<file path="src/rtl/hit_judge.sv">
// Grades each player hit against the latched goal note (PERFECT/GOOD/MISS) and keeps combo/score.
// Latency: hit or timeout sampled at cycle N -> judge_valid and score update at N+2.
// No backpressure: one-cycle pulses in and out; a goal arriving while armed queues in a 1-deep slot.
// Optional build macro HIT_JUDGE_EARLY_LATE_EN adds the judge_late, early_cnt and late_cnt outputs.
module hit_judge #(
    parameter int CLK_W    = 32,
    parameter int OCT_W    = 3,
    parameter int NOTE_W   = 3,
    parameter int SCORE_W  = 21,
    parameter int PERF_WIN = 25,
    parameter int GOOD_WIN = 75,
    parameter int PERF_PTS = 3,
    parameter int GOOD_PTS = 1
) (
    input  logic               clk,
    input  logic               rst,
    input  logic               en,
    input  logic [1:0]         difficulty,
    input  logic [CLK_W-1:0]   system_clock,
    input  logic               goal_valid,
    input  logic [OCT_W-1:0]   goal_octave,
    input  logic [NOTE_W-1:0]  goal_note,
    input  logic [CLK_W-1:0]   goal_clock,
    input  logic               goal_last,
    input  logic               hit_valid,
    input  logic [OCT_W-1:0]   hit_octave,
    input  logic [NOTE_W-1:0]  hit_note,
    input  logic [CLK_W-1:0]   hit_clock,
    output logic               judge_valid,
    output logic [1:0]         judge_grade,
    output logic [SCORE_W-1:0] combo,
    output logic [SCORE_W-1:0] max_combo,
    output logic [SCORE_W-1:0] base_score,
    output logic               armed,
    output logic               done
`ifdef HIT_JUDGE_EARLY_LATE_EN
    ,
    output logic               judge_late,
    output logic [SCORE_W-1:0] early_cnt,
    output logic [SCORE_W-1:0] late_cnt
`endif
);

    localparam logic [1:0] GR_MISS = 2'd0;
    localparam logic [1:0] GR_GOOD = 2'd1;
    localparam logic [1:0] GR_PERF = 2'd2;

    localparam logic [CLK_W-1:0] PERF_BASE = CLK_W'(PERF_WIN);
    localparam logic [CLK_W-1:0] GOOD_BASE = CLK_W'(GOOD_WIN);
    localparam logic [CLK_W-1:0] WIN_MIN   = CLK_W'(1);
    localparam logic [SCORE_W:0] PERF_ADD  = (SCORE_W+1)'(PERF_PTS);
    localparam logic [SCORE_W:0] GOOD_ADD  = (SCORE_W+1)'(GOOD_PTS);
    localparam logic [SCORE_W-1:0] SAT    = '1;

    typedef enum logic [1:0] {IDLE, ARMED, JUDGE, DONE} state_t;

    state_t state, state_n;

    // en low behaves exactly like reset
    logic clear;
    assign clear = rst || !en;

    // Latched goal, pending goal slot and latched hit
    logic [OCT_W-1:0]  g_oct, p_oct, h_oct;
    logic [NOTE_W-1:0] g_note, p_note, h_note;
    logic [CLK_W-1:0]  g_clk, p_clk, h_clk;
    logic              g_last, p_last, p_vld;
    logic              miss_q;

    // FSM control strobes
    logic goal_from_in, goal_from_pend, pend_from_in, pend_clr;
    logic hit_from_in, force_miss, judge_now;

    // Windows shrink with difficulty but never collapse to zero
    logic [CLK_W-1:0] perf_win, good_win;
    always_comb begin
        perf_win = PERF_BASE >> difficulty;
        good_win = GOOD_BASE >> difficulty;
        if (perf_win == '0) perf_win = WIN_MIN;
        if (good_win == '0) good_win = WIN_MIN;
    end

    // Timeout: tick distance past the goal, read as signed so wrap is seamless
    logic [CLK_W-1:0] age;
    logic             timeout;
    assign age     = system_clock - g_clk;
    assign timeout = $signed(age) > $signed(good_win);

    // Grade of the latched hit against the latched goal
    logic [CLK_W-1:0] d, mag;
    logic             pitch_ok;
    logic [1:0]       grade_c;
    always_comb begin
        d        = h_clk - g_clk;
        mag      = d[CLK_W-1] ? (~d + WIN_MIN) : d;
        pitch_ok = (h_oct == g_oct) && (h_note == g_note);
        grade_c  = GR_MISS;
        if (!miss_q && pitch_ok) begin
            if (mag <= perf_win)      grade_c = GR_PERF;
            else if (mag <= good_win) grade_c = GR_GOOD;
        end
    end

    // Next combo / max / score values for the current judgement
    logic               hit_ok;
    logic [SCORE_W-1:0] combo_n, max_n, score_n;
    logic [SCORE_W:0]   score_sum;
    always_comb begin
        hit_ok    = (grade_c != GR_MISS);
        combo_n   = '0;
        if (hit_ok) combo_n = (combo == SAT) ? combo : combo + SCORE_W'(1);
        max_n     = (combo_n > max_combo) ? combo_n : max_combo;
        score_sum = {1'b0, base_score} + ((grade_c == GR_PERF) ? PERF_ADD : GOOD_ADD);
        score_n   = base_score;
        if (hit_ok) score_n = score_sum[SCORE_W] ? SAT : score_sum[SCORE_W-1:0];
    end

    // State register
    always_ff @(posedge clk) begin
        if (clear) state <= IDLE;
        else       state <= state_n;
    end

    // Next-state and control decode; a hit beats both timeout and a new goal
    always_comb begin
        state_n        = state;
        goal_from_in   = 1'b0;
        goal_from_pend = 1'b0;
        pend_from_in   = 1'b0;
        pend_clr       = 1'b0;
        hit_from_in    = 1'b0;
        force_miss     = 1'b0;
        judge_now      = 1'b0;
        armed          = (state == ARMED);
        done           = (state == DONE);
        case (state)
            IDLE: begin
                if (goal_valid) begin
                    goal_from_in = 1'b1;
                    state_n      = ARMED;
                end
            end
            ARMED: begin
                if (hit_valid) begin
                    hit_from_in  = 1'b1;
                    pend_from_in = goal_valid;
                    state_n      = JUDGE;
                end else if (goal_valid) begin
                    force_miss   = 1'b1;
                    pend_from_in = 1'b1;
                    state_n      = JUDGE;
                end else if (timeout) begin
                    force_miss   = 1'b1;
                    state_n      = JUDGE;
                end
            end
            JUDGE: begin
                judge_now = 1'b1;
                pend_clr  = 1'b1;
                if (g_last) begin
                    state_n = DONE;
                end else if (goal_valid) begin
                    // a goal arriving now is newer than the slot, so it replaces it
                    goal_from_in = 1'b1;
                    state_n      = ARMED;
                end else if (p_vld) begin
                    goal_from_pend = 1'b1;
                    state_n        = ARMED;
                end else begin
                    state_n = IDLE;
                end
            end
            DONE:    ;
            default: state_n = IDLE;
        endcase
    end

    // Goal, pending slot and hit capture
    always_ff @(posedge clk) begin
        if (clear) begin
            g_oct <= '0; g_note <= '0; g_clk <= '0; g_last <= 1'b0;
            p_oct <= '0; p_note <= '0; p_clk <= '0; p_last <= 1'b0; p_vld <= 1'b0;
            h_oct <= '0; h_note <= '0; h_clk <= '0; miss_q <= 1'b0;
        end else begin
            if (goal_from_in) begin
                g_oct <= goal_octave; g_note <= goal_note;
                g_clk <= goal_clock;  g_last <= goal_last;
            end else if (goal_from_pend) begin
                g_oct <= p_oct; g_note <= p_note; g_clk <= p_clk; g_last <= p_last;
            end
            if (pend_from_in) begin
                p_vld <= 1'b1;
                p_oct <= goal_octave; p_note <= goal_note;
                p_clk <= goal_clock;  p_last <= goal_last;
            end else if (pend_clr) begin
                p_vld <= 1'b0;
            end
            if (hit_from_in) begin
                h_oct <= hit_octave; h_note <= hit_note; h_clk <= hit_clock;
                miss_q <= 1'b0;
            end else if (force_miss) begin
                miss_q <= 1'b1;
            end
        end
    end

    // Result pulse and running combo / score
    always_ff @(posedge clk) begin
        if (clear) begin
            judge_valid <= 1'b0;
            judge_grade <= GR_MISS;
            combo       <= '0;
            max_combo   <= '0;
            base_score  <= '0;
        end else begin
            judge_valid <= judge_now;
            if (judge_now) begin
                judge_grade <= grade_c;
                combo       <= combo_n;
                max_combo   <= max_n;
                base_score  <= score_n;
            end
        end
    end

`ifdef HIT_JUDGE_EARLY_LATE_EN
    // Late means strictly after the goal tick; an exact hit counts as early
    logic d_late;
    assign d_late = !d[CLK_W-1] && (d != '0);

    // Early/late tally of successful hits
    always_ff @(posedge clk) begin
        if (clear) begin
            judge_late <= 1'b0;
            early_cnt  <= '0;
            late_cnt   <= '0;
        end else if (judge_now) begin
            judge_late <= hit_ok && d_late;
            if (hit_ok && d_late && late_cnt != SAT)    late_cnt  <= late_cnt + SCORE_W'(1);
            if (hit_ok && !d_late && early_cnt != SAT)  early_cnt <= early_cnt + SCORE_W'(1);
        end
    end
`endif

endmodule

</file>
<file path="config.mk">
export PLATFORM = sky130hd
export DESIGN_NAME = hit_judge
export DESIGN_NICKNAME = d
export VERILOG_FILES = /design/src/rtl/hit_judge.sv
export SDC_FILE = /design/constraint.sdc
export NUM_CORES = 1
export LEC_CHECK = 0
export BUFFER_PORTS_ARGS = -buffer_cell sky130_fd_sc_hd__clkbuf_2
export CORE_UTILIZATION = 27
export DETAILED_ROUTE_END_ITERATION = 12
export GPL_TIMING_DRIVEN = 0
export PLACE_DENSITY = 0.42
export SETUP_SLACK_MARGIN = 0.15
export SLEW_MARGIN = 5
export SYNTH_ARGS = -nofsm -noshare
export SYNTH_HDL_FRONTEND = slang
export SYNTH_SLANG_ARGS = --single-unit
</file>
<file path="constraint.sdc">
create_clock -name clk -period 18 [get_ports clk]
set_input_delay 0.9 -clock clk [delete_from_list [all_inputs] [get_ports clk]]
set_output_delay 0.9 -clock clk [all_outputs]
set_load 0.01 [all_outputs]
</file>
==> flow_metrics.py, run 1 <==
metrics = {
    "sta": {
        "fin_crit_ns": 9.31,
        "slew_headroom_pct": 37.6,
        "hold_viol": 0,
        "worstMarginPinSlew_ns": 0.936,
        "finalCritPeriodShare_pct": 51.7,
        "rsz0062_at_grt": "no",
        "setup_slack_ns": 8.69,
        "setup_viol": 0,
        "finClkSkew_ns": 0.0235,
        "setup_tns_ns": 0,
        "fmax_mhz": 107,
        "slew_viol_final": 0,
    },
    "clocking": {
        "cts_resized": 0,
        "cts_tree": "yes",
        "h-tree-depth": 4,
        "numCtsBuffers": 17,
        "clk_path_buf_depth": 2,
        "clkTransAtPathRegs_ns": 0.08,
        "cts_hold_buffers": 0,
        "clock_latency_ns": 0.50,
        "postCtsSetupRepairBufs": 0,
        "clock_sinks": 186,
        "cts-root-buf": "clkbuf_16",
    },
    "pwr": {
        "p_leak_nw": 6.25,
        "peakVddDrop_uv": 77.0,
        "power_density_nw_per_um2": 70.9,
    },
    "route": {
        "drtPass1Iterations": 5,
        "via_per_inst": 5.28,
        "num_vias": 14900,
        "wl_per_cell_um": 19.7,
        "drt_first_iter_violations": 1125,
        "ant_nets": 0,
        "route.detailed.drc": 0,
        "wl_um": 55700,
    },
    "yosys": {
        "yosysWarnings": 0,
        "syn_nets": 2165,
        "synth_edf_count": 0,
        "ys_types": 90,
        "ys_top_cells_by_count": "347 x nand2_1, 186 x dfxtp_1, 167 x a21oi_1, 129 x nor2_1, 115 x ha_1",
        "synth_area_leader_cell": "dfxtp_1",
        "yosysMostFrequentCell": "nand2_1",
        "synth_area_per_cell_sq_um": 7.37,
        "synth_top_cell_area_share_pct": 26.2,
        "ys_ff_latch": 186,
        "ys.flop_type": "dfxtp_1",
        "synth_seq_area_share_pct": 26.2,
        "syn_area_sq_um": 14200,
        "synthTopCellsByArea": "dfxtp_1 26%, ha_1 10%, nand2_1 9.2%, a21oi_1 5.9%, nor2_1 3.4%",
        "async_reset_ff_share_pct": 0,
        "synth_cells": 1931,
    },
    "setup_path": {
        "startpoint_type": "flip-flop",
        "rr_worst_depth": 42,
        "arrival_ns": 9.66,
        "cp_slowest_cell": "clkbuf_1",
        "end_kind": "flip-flop",
        "path_common_cell": "o21a_1",
        "r2r_setup_slack_ns": 8.69,
        "cp_max_fo": 10,
        "worstSetupPathType": "flip-flop to flip-flop",
        "critPathMaxStageDelay_ns": 0.53,
        "worstReg2RegEnd": "max_combo[19]",
        "r2r_start": "g_clk[9]",
        "worstPathRequired_ns": 18.35,
    },
    "floorplanning": {
        "coreArea_sq_um": 51700,
        "dieArea_sq_um": 53600,
        "dieWidth_um": 232,
        "die_y_um": 232,
        "ioPinCount": 184,
        "initial_core_util_pct": 27.5,
        "rows": 83,
    },
    "placement": {
        "dp.cells": 2794,
        "dp_hpwl_um": 44200,
        "pre_cts_slack_ns": 8.75,
        "place_congestion": 0.888,
        "numPortBuffers": 183,
    },
    "layout": {
        "layout-drive-gt1-share_pct": 12.7,
        "n_fill_cell": 5656,
        "final_util_pct": 32.1,
        "area_growth_syn_to_layout_pct": 16.6,
        "final_nets": 2367,
        "n_antenna_cell": 0,
        "seq_area_sq_um": 3720,
        "multiInputGateArea_sq_um": 9710,
        "fin_cells": 2826,
    },
    "job": {
        "drv_cap": 0,
    },
    "global_routing": {
        "antenna_found_initial": 0,
        "grtUsageTotal_pct": 21.0,
        "grt_max_degree": 19,
        "grt_pass1_wl_um": 86200,
        "grt_pass1_vias": 14300,
        "overflow": 0,
    },
    "min_path": {
        "hold_path_depth": 2,
        "hp-class": "flip-flop to flip-flop",
        "holdPathEnd": "p_clk[15]",
        "hp-start": "p_clk[15]",
    },
    "status": {
        "status": "finished, final reports clean",
    },
}
==> layer usage <==
layer / track usage, % / part of all wire (%) / routed length (um)
met5: 0 / 0 / 0
met4: 7.64 / 2.9 / 1590
met3: 2.92 / 3.9 / 2160
met2: 33.7 / 45 / 25300
met1: 28.6 / 48 / 26700
==> flip-flops by register name, summed over array words and instances, names as in the netlist <==
register / flops
base_score: 21
combo: 21
g_clk: 32
g_last: 1
g_note: 3
g_oct: 3
h_clk: 32
h_note: 3
h_oct: 3
judge_grade: 2
judge_valid: 1
max_combo: 21
miss_q: 1
p_clk: 32
p_last: 1
p_note: 3
p_oct: 3
p_vld: 1
state: 2
==> layout by cell type (no fill, tap or decap), types with 11 or more instances in the layout <==
| cell type | Yosys | routed |
|---|---|---|
| inv_1 | 91 | 91 |
| xor2_1 | 35 | 35 |
| dfxtp_1 | 186 | 186 |
| clkbuf_2 | 0 | 183 |
| o21ai_0 | 53 | 53 |
| or2_1 | 17 | 17 |
| o22ai_1 | 43 | 43 |
| nand2_1 | 347 | 347 |
| buf_2 | 12 | 12 |
| a211oi_1 | 26 | 26 |
| nand3_1 | 85 | 85 |
| clkbuf_1 | 92 | 92 |
| nand4_1 | 34 | 34 |
| o21ai_1 | 11 | 11 |
| nand2b_1 | 20 | 20 |
| a21o_1 | 33 | 33 |
| or3_1 | 13 | 13 |
| nor2b_1 | 17 | 17 |
| a31oi_1 | 32 | 32 |
| a21oi_1 | 167 | 167 |
| xnor2_1 | 36 | 36 |
| clkbuf_16 | 0 | 17 |
| nor2_1 | 129 | 129 |
| nor3_1 | 36 | 36 |
| ha_1 | 115 | 115 |
| and3_1 | 28 | 28 |
| o21a_1 | 23 | 23 |
| a311oi_1 | 42 | 42 |
==> cell type report <==
type	count	share of cell area, %
buffer	111	2.69
clock buffer	18	2.65
clock inverter	14	0.958
inverter	91	2.06
multi-input combinational	1543	58.5
sequential	186	22.4
tap	680	5.13
timing repair buffer	183	5.52
==> critical path: cells and delay by family, from the launching register on <==
| kind | cells | cell delay, ns |
|---|---|---|
| AO/OA/AOI/OAI | 18 | 3.07 |
| adder cells (fa/ha/maj) | 3 | 0.98 |
| buffers and inverters | 6 | 2.35 |
| flip-flops | 1 | 0.47 |
| AND/OR/NAND/NOR | 15 | 2.29 |
==> where the power goes <==
group	leakage (nW)	internal [mW]	switching, mW
clock network	0.291	0.200	0.200
logic	4.45	0.130	0.222
registers	1.50	0.417	0.00550
total	6.25	0.747	0.428
==> how the worst max path moves through the flow <==
stage,from,end,slack [ns],cells past startpoint
after floorplan,g_clk[16],max_combo[19],10.90,40
after global placement,g_clk[16],max_combo[19],8.77,42
after detailed placement,g_clk[16],max_combo[19],8.75,42
after CTS,g_clk[9],max_combo[19],8.72,42
after global routing,g_clk[9],max_combo[19],8.03,42
final,g_clk[9],max_combo[19],8.69,42
==> per-stage QoR <==
step	hold slack (ns)	instance area (sq um)	power, mW
global placement	0.442	16000	0.777
floorplan	0.436	14200	0.672
CTS	0.459	16600	1.19
detailed placement	0.447	16000	0.781
global route	0.475	16600	1.24
finish	0.457	16600	1.18
==> kinds of logic (layout without fill, tap and decap cells) <==
group,Yosys count,count (layout),share of synthesized area (%)
XOR/XNOR,71,71,4.37
adder cells (fa/ha/maj),118,118,10.5
buffers and inverters,202,417,5.54
AO/OA/AOI/OAI,545,545,26.0
flip-flops,186,186,26.2
AND/OR/NAND/NOR,799,799,26.7
multiplexers,10,10,0.713
Note: power is estimated with default switching activity, not from simulation.
==> inputs of run 2 (changes only) <==
- ABC_AREA: unset -> 1
- PLACE_DENSITY: 0.42 -> 0.44
- clock period: 18 -> 8 ns (I/O delays scaled with it)
==> run 2 against run 1 <==
  * Via count rose by 6.2%
  * Synthesized area up 4.6%
  * Sequential power is 130% higher
  * First-iteration DRC count down 9.4%
  * Utilization shrank 0.054 points
  * Design area grew 4.5%
  * Total power grew 150%
  * Cell count up 17%
  * Synthesized cell count grew 24%
  * Combinational power increased to 2.9 times the previous value
  * Critical path depth grew 3
  * Non-clock buffer count is 37 lower
==> flow_metrics.py, run 2 <==
metrics = {
    "sta": {
        "finalCritPeriodShare_pct": 88.6,
        "fmax_mhz": 141,
        "rsz0062_at_grt": "no",
        "hold_viol": 0,
        "worstMarginPinSlew_ns": 0.925,
        "finClkSkew_ns": 0.0223,
        "setup_viol": 0,
        "fin_crit_ns": 7.09,
        "slew_viol_final": 0,
        "setup_slack_ns": 0.910,
        "slew_headroom_pct": 37.9,
        "setup_tns_ns": 0,
    },
    "setup_path": {
        "r2r_start": "g_clk[1]",
        "worstSetupPathType": "flip-flop to flip-flop",
        "critPathMaxStageDelay_ns": 0.40,
        "arrival_ns": 7.47,
        "worstReg2RegEnd": "max_combo[16]",
        "startpoint_type": "flip-flop",
        "rr_worst_depth": 45,
        "cp_slowest_cell": "dfxtp_1",
        "r2r_setup_slack_ns": 0.91,
        "worstPathRequired_ns": 8.37,
        "cp_max_fo": 10,
        "path_delay_family": "compound AO/OA/AOI/OAI gates",
        "worst-path-buf-inv": 9,
        "end_kind": "flip-flop",
    },
    "floorplanning": {
        "initial_core_util_pct": 27.5,
        "die_y_um": 237,
        "dieArea_sq_um": 56100,
        "rows": 85,
        "coreArea_sq_um": 54100,
        "ioPinCount": 184,
        "dieWidth_um": 237,
    },
    "clocking": {
        "clkTransAtPathRegs_ns": 0.08,
        "h-tree-depth": 4,
        "clock_latency_ns": 0.49,
        "cts_hold_buffers": 0,
        "numCtsBuffers": 17,
        "postCtsSetupRepairBufs": 0,
        "clk_path_buf_depth": 2,
        "clock_sinks": 186,
        "cts_resized": 0,
        "cts_tree": "yes",
        "cts-root-buf": "clkbuf_16",
    },
    "route": {
        "ant_nets": 0,
        "wl_per_cell_um": 16.3,
        "wl_um": 54000,
        "via_per_inst": 4.78,
        "drt_first_iter_violations": 1019,
        "num_vias": 15800,
        "drtPass1Iterations": 6,
        "route.detailed.drc": 0,
    },
    "global_routing": {
        "grtUsageTotal_pct": 19.4,
        "grt_pass1_wl_um": 84000,
        "grt_pass1_vias": 15200,
        "overflow": 0,
        "grt_max_degree": 20,
        "antenna_found_initial": 8,
    },
    "job": {
        "drv_cap": 0,
    },
    "yosys": {
        "syn_nets": 2633,
        "synth_area_leader_cell": "dfxtp_1",
        "synth_cells": 2399,
        "yosysMostFrequentCell": "nand2_1",
        "synth_top_cell_area_share_pct": 25.0,
        "syn_area_sq_um": 14900,
        "synth_seq_area_share_pct": 25.0,
        "ys_types": 51,
        "synthTopCellsByArea": "dfxtp_1 25%, nand2_1 13%, ha_1 9.7%, inv_1 9.0%, nor2_1 8.1%",
        "ys.flop_type": "dfxtp_1",
        "yosysWarnings": 0,
        "async_reset_ff_share_pct": 0,
        "synth_area_per_cell_sq_um": 6.20,
        "ys_top_cells_by_count": "518 x nand2_1, 355 x inv_1, 323 x nor2_1, 214 x o21ai_0, 186 x dfxtp_1",
        "synth_edf_count": 0,
        "ys_ff_latch": 186,
    },
    "pwr": {
        "peakVddDrop_uv": 169,
        "power_mw": 2.90,
        "p_leak_nw": 8.39,
        "power_density_nw_per_um2": 167,
    },
    "min_path": {
        "hp-start": "hit_clock[30]",
        "hold_path_depth": 3,
        "hp-class": "primary input to flip-flop",
        "holdPathEnd": "h_clk[30]",
    },
    "layout": {
        "final_cell_mix": "518 x nand2_1, 355 x inv_1, 322 x nor2_1",
        "area_growth_syn_to_layout_pct": 16.5,
        "top_regs": "g_clk (32), h_clk (32), p_clk (32)",
        "final_nets": 2836,
        "final_util_pct": 32.0,
        "layout-drive-gt1-share_pct": 13.0,
        "fin_cells": 3313,
        "final_common_cell": "nand2_1",
        "n_fill_cell": 6038,
    },
    "placement": {
        "place_congestion": 0.915,
        "dp.cells": 3279,
        "pre_cts_slack_ns": 0.665,
        "numPortBuffers": 183,
        "dp_hpwl_um": 44700,
    },
    "status": {
        "status": "finished, final reports clean",
    },
}
run 2: worst min-delay path: cells and delay by family:
family                 cells  cell delay (ns)
buffers and inverters      1             0.07
AO/OA/AOI/OAI              1             0.07
AND/OR/NAND/NOR            1             0.07
run 2: layer usage:
| metal | wire (um) | global-route usage, % |
|---|---|---|
| met1 | 25900 | 25.9 |
| met2 | 24300 | 31.6 |
| met3 | 2660 | 3.57 |
| met4 | 1060 | 5.98 |
| met5 | 54 | 0 |
run 2: cell type report:
| class | instances | area, sq um | share of cell area (%) |
|---|---|---|---|
| multi-input combinational | 1771 | 9430 | 54.4 |
| clock inverter | 15 | 208 | 1.20 |
| sequential | 186 | 3720 | 21.5 |
| buffer | 73 | 360 | 2.08 |
| inverter | 369 | 1390 | 7.99 |
| antenna | 2 | 5.00 | 0.0289 |
| clock buffer | 17 | 425 | 2.45 |
| tap | 696 | 871 | 5.02 |
| timing repair buffer | 184 | 923 | 5.33 |
run 2: cells by family (layout without fill, tap and decap cells):
logic type | after synthesis | after routing | share of synthesized area, %
and+or+nand+nor | 1168 | 1168 | 34.3
DFF | 186 | 186 | 25.0
xor gates and xnor gates | 52 | 52 | 3.06
other | 0 | 2 | 0
buffers and inverters | 442 | 658 | 11.7
AOI/OAI and AO/OA | 433 | 433 | 15.9
adders and majority gates | 118 | 118 | 10.1
run 2: worst max path at each step:
stage / from / endpoint / slack, ns / cells past startpoint
finish: g_clk[1] / max_combo[16] / 0.91 / 45
global route: g_clk[2] / max_combo[14] / 0.15 / 48
CTS: g_clk[1] / max_combo[9] / 0.61 / 44
detailed placement: g_clk[1] / max_combo[7] / 0.67 / 44
global placement: g_clk[8] / max_combo[1] / 0.59 / 44
floorplan: g_clk[22] / max_combo[0] / 2.38 / 42
run 2: per-stage QoR:
stage | cell area (sq um) | hold slack, ns
6_report | 17300 | 0.158
4_1_cts | 17300 | 0.119
3_3_place_gp | 16700 | 0.450
5_1_grt | 17300 | 0.162
2_1_floorplan | 14900 | 0.433
3_5_place_dp | 16700 | 0.454
run 2: where the power goes:
| group | leakage, nW | switching (mW) | internal [mW] | total (mW) |
|---|---|---|---|---|
| Sequential | 1.50 | 0.00951 | 0.943 | 0.953 |
| Combinational | 6.58 | 0.680 | 0.336 | 1.02 |
| Clock | 0.303 | 0.448 | 0.478 | 0.926 |
==> inputs of run 3 (changes only) <==
- GPL_TIMING_DRIVEN: 0 -> unset
==> run 3 against run 2 <==
  * Utilization fell by 0.50 points
  * Die area did not move
  * Sequential power hardly changed
==> flow_metrics.py, run 3 (same netlist as run 2, synthesis figures left out) <==
metrics = {
    "floorplanning": {
        "dieArea_sq_um": 56100,
        "rows": 85,
        "coreArea_sq_um": 54100,
        "die_y_um": 237,
        "initial_core_util_pct": 27.5,
        "ioPinCount": 184,
        "dieWidth_um": 237,
    },
    "placement": {
        "numPortBuffers": 183,
        "dp.cells": 3217,
        "place_congestion": 0.891,
        "dp_hpwl_um": 42400,
    },
    "pwr": {
        "switching_power_mw": 1.15,
        "power_mw": 2.90,
        "p_leak_nw": 8.28,
        "power_frac_clock_pct": 32.3,
        "seqPwrFrac_pct": 32.9,
        "peakVddDrop_uv": 186,
        "p_sw_share_pct": 39.7,
        "p_int_mw": 1.75,
        "power_frac_comb_pct": 34.8,
        "power_density_nw_per_um2": 170,
    },
    "setup_path": {
        "cp_slowest_cell": "ha_1",
        "critPathMaxStageDelay_ns": 0.39,
        "r2r_start": "g_clk[26]",
        "end_kind": "flip-flop",
        "worstSetupPathType": "flip-flop to flip-flop",
        "startpoint_type": "flip-flop",
        "cp_max_fo": 34,
        "crit_path_start": "g_clk[26]",
        "arrival_ns": 7.28,
        "worstPathRequired_ns": 8.44,
    },
    "clocking": {
        "postCtsSetupRepairBufs": 0,
        "clock_latency_ns": 0.51,
        "cts_resized": 0,
        "clk_path_buf_depth": 2,
        "clkTransAtPathRegs_ns": 0.09,
        "h-tree-depth": 4,
        "clock_sinks": 186,
        "cts-root-buf": "clkbuf_16",
        "cts_hold_buffers": 0,
        "cts_tree": "yes",
        "numCtsBuffers": 17,
    },
    "layout": {
        "final_nets": 2774,
        "layout-drive-gt1-share_pct": 13.0,
        "top_regs": "g_clk (32), h_clk (32), p_clk (32)",
        "area_growth_syn_to_layout_pct": 14.6,
        "fin_cells": 3250,
        "final_cell_mix": "518 x nand2_1, 354 x inv_1, 322 x nor2_1",
        "final_common_cell": "nand2_1",
    },
    "job": {
        "drv_cap": 0,
    },
    "global_routing": {
        "grt_pass1_wl_um": 82600,
        "grt_pass1_vias": 14600,
        "antenna_found_initial": 0,
        "grt_max_degree": 95,
        "overflow": 0,
        "grtUsageTotal_pct": 19.1,
    },
    "route": {
        "num_vias": 15400,
        "ant_nets": 0,
        "wl_per_cell_um": 16.3,
        "wl_um": 53000,
        "drt_first_iter_violations": 1106,
        "route.detailed.drc": 0,
        "via_per_inst": 4.75,
        "drtPass1Iterations": 6,
    },
    "sta": {
        "setup_tns_ns": 0,
        "finClkSkew_ns": 0.0197,
        "slew_headroom_pct": 32.4,
        "finalCritPeriodShare_pct": 85.5,
        "worstMarginPinSlew_ns": 1.01,
        "setup_viol": 0,
        "fin_crit_ns": 6.84,
        "rsz0062_at_grt": "no",
        "fmax_mhz": 146,
        "hold_viol": 0,
        "slew_viol_final": 0,
    },
    "min_path": {
        "hp-class": "primary input to flip-flop",
        "hp-start": "hit_clock[4]",
    },
    "status": {
        "status": "finished, final reports clean",
    },
}
[run 3: cell count changes in the layout (fill, tap and decap cells not counted), moves of 2 or more]
cell | previous run | this run
ha_1 | 113 | 115
buf_8 | 2 | 0
ha_2 | 2 | 0
buf_4 | 2 | 12
inv_2 | 13 | 15
clkbuf_2 | 187 | 183
inv_8 | 2 | 4
buf_2 | 8 | 0
clkbuf_1 | 52 | 0
buf_6 | 6 | 0
[run 3: final timing paths]
| kind | to | slack (ns) | cells past startpoint |
|---|---|---|---|
| max reg2reg | max_combo[3] | 1.16 | 40 |
| min reg2reg | g_note[2] | 0.47 | 2 |
| max | max_combo[3] | 1.16 | 40 |
| min | h_clk[4] | 0.16 | 3 |
[run 3: layer usage]
| metal | routed length [um] | vias to the layer above | track usage [%] | share of wire, % |
|---|---|---|---|---|
| met5 | 0 | - | 0 | 0 |
| met4 | 897 | 0 | 5.73 | 1.7 |
| met3 | 2290 | 45 | 3.66 | 4.3 |
| met2 | 24000 | 311 | 30.8 | 45 |
| met1 | 25900 | 7065 | 25.7 | 49 |
| li1 | - | 8027 | - | - |
[run 3: cell type report]
class | count | area (sq um)
clock inverter | 15 | 205
fill | 6012 | 37100
timing repair buffer | 195 | 1010
sequential | 186 | 3720
tap | 696 | 871
inverter | 369 | 1390
multi-input combinational | 1771 | 9440
clock buffer | 17 | 425
antenna | 1 | 2.50
[run 3: through the flow]
step | instance area (sq um) | utilization [%] | hold WS, ns | setup slack (ns)
4_1_cts | 17100 | 31.5 | 0.122 | 1.23
3_3_place_gp | 16400 | 30.3 | 0.451 | 1.31
3_5_place_dp | 16400 | 30.3 | 0.459 | 1.29
5_1_grt | 17100 | 31.5 | 0.151 | 0.378
6_report | 17100 | 31.5 | 0.156 | 1.16
2_1_floorplan | 14900 | - | 0.433 | 2.38
[run 3: worst max-delay path, delay by kind of cell (launching register included)]
family	cells	cell delay (ns)
buf+inv	6	1.02
flops	1	0.31
simple gates	11	1.49
fa+ha+maj	3	0.83
compound gates	20	3.09
[run 3: power groups by stage]
stage               combinational [mW]  sequential [mW]  clock, mW
floorplan                        0.731            0.972          0
global placement                  1.01            0.974          0
detailed placement                1.00            0.975          0
CTS                               1.01            0.953      0.966
global route                      1.15            0.955       1.00
finish                            1.01            0.953      0.935
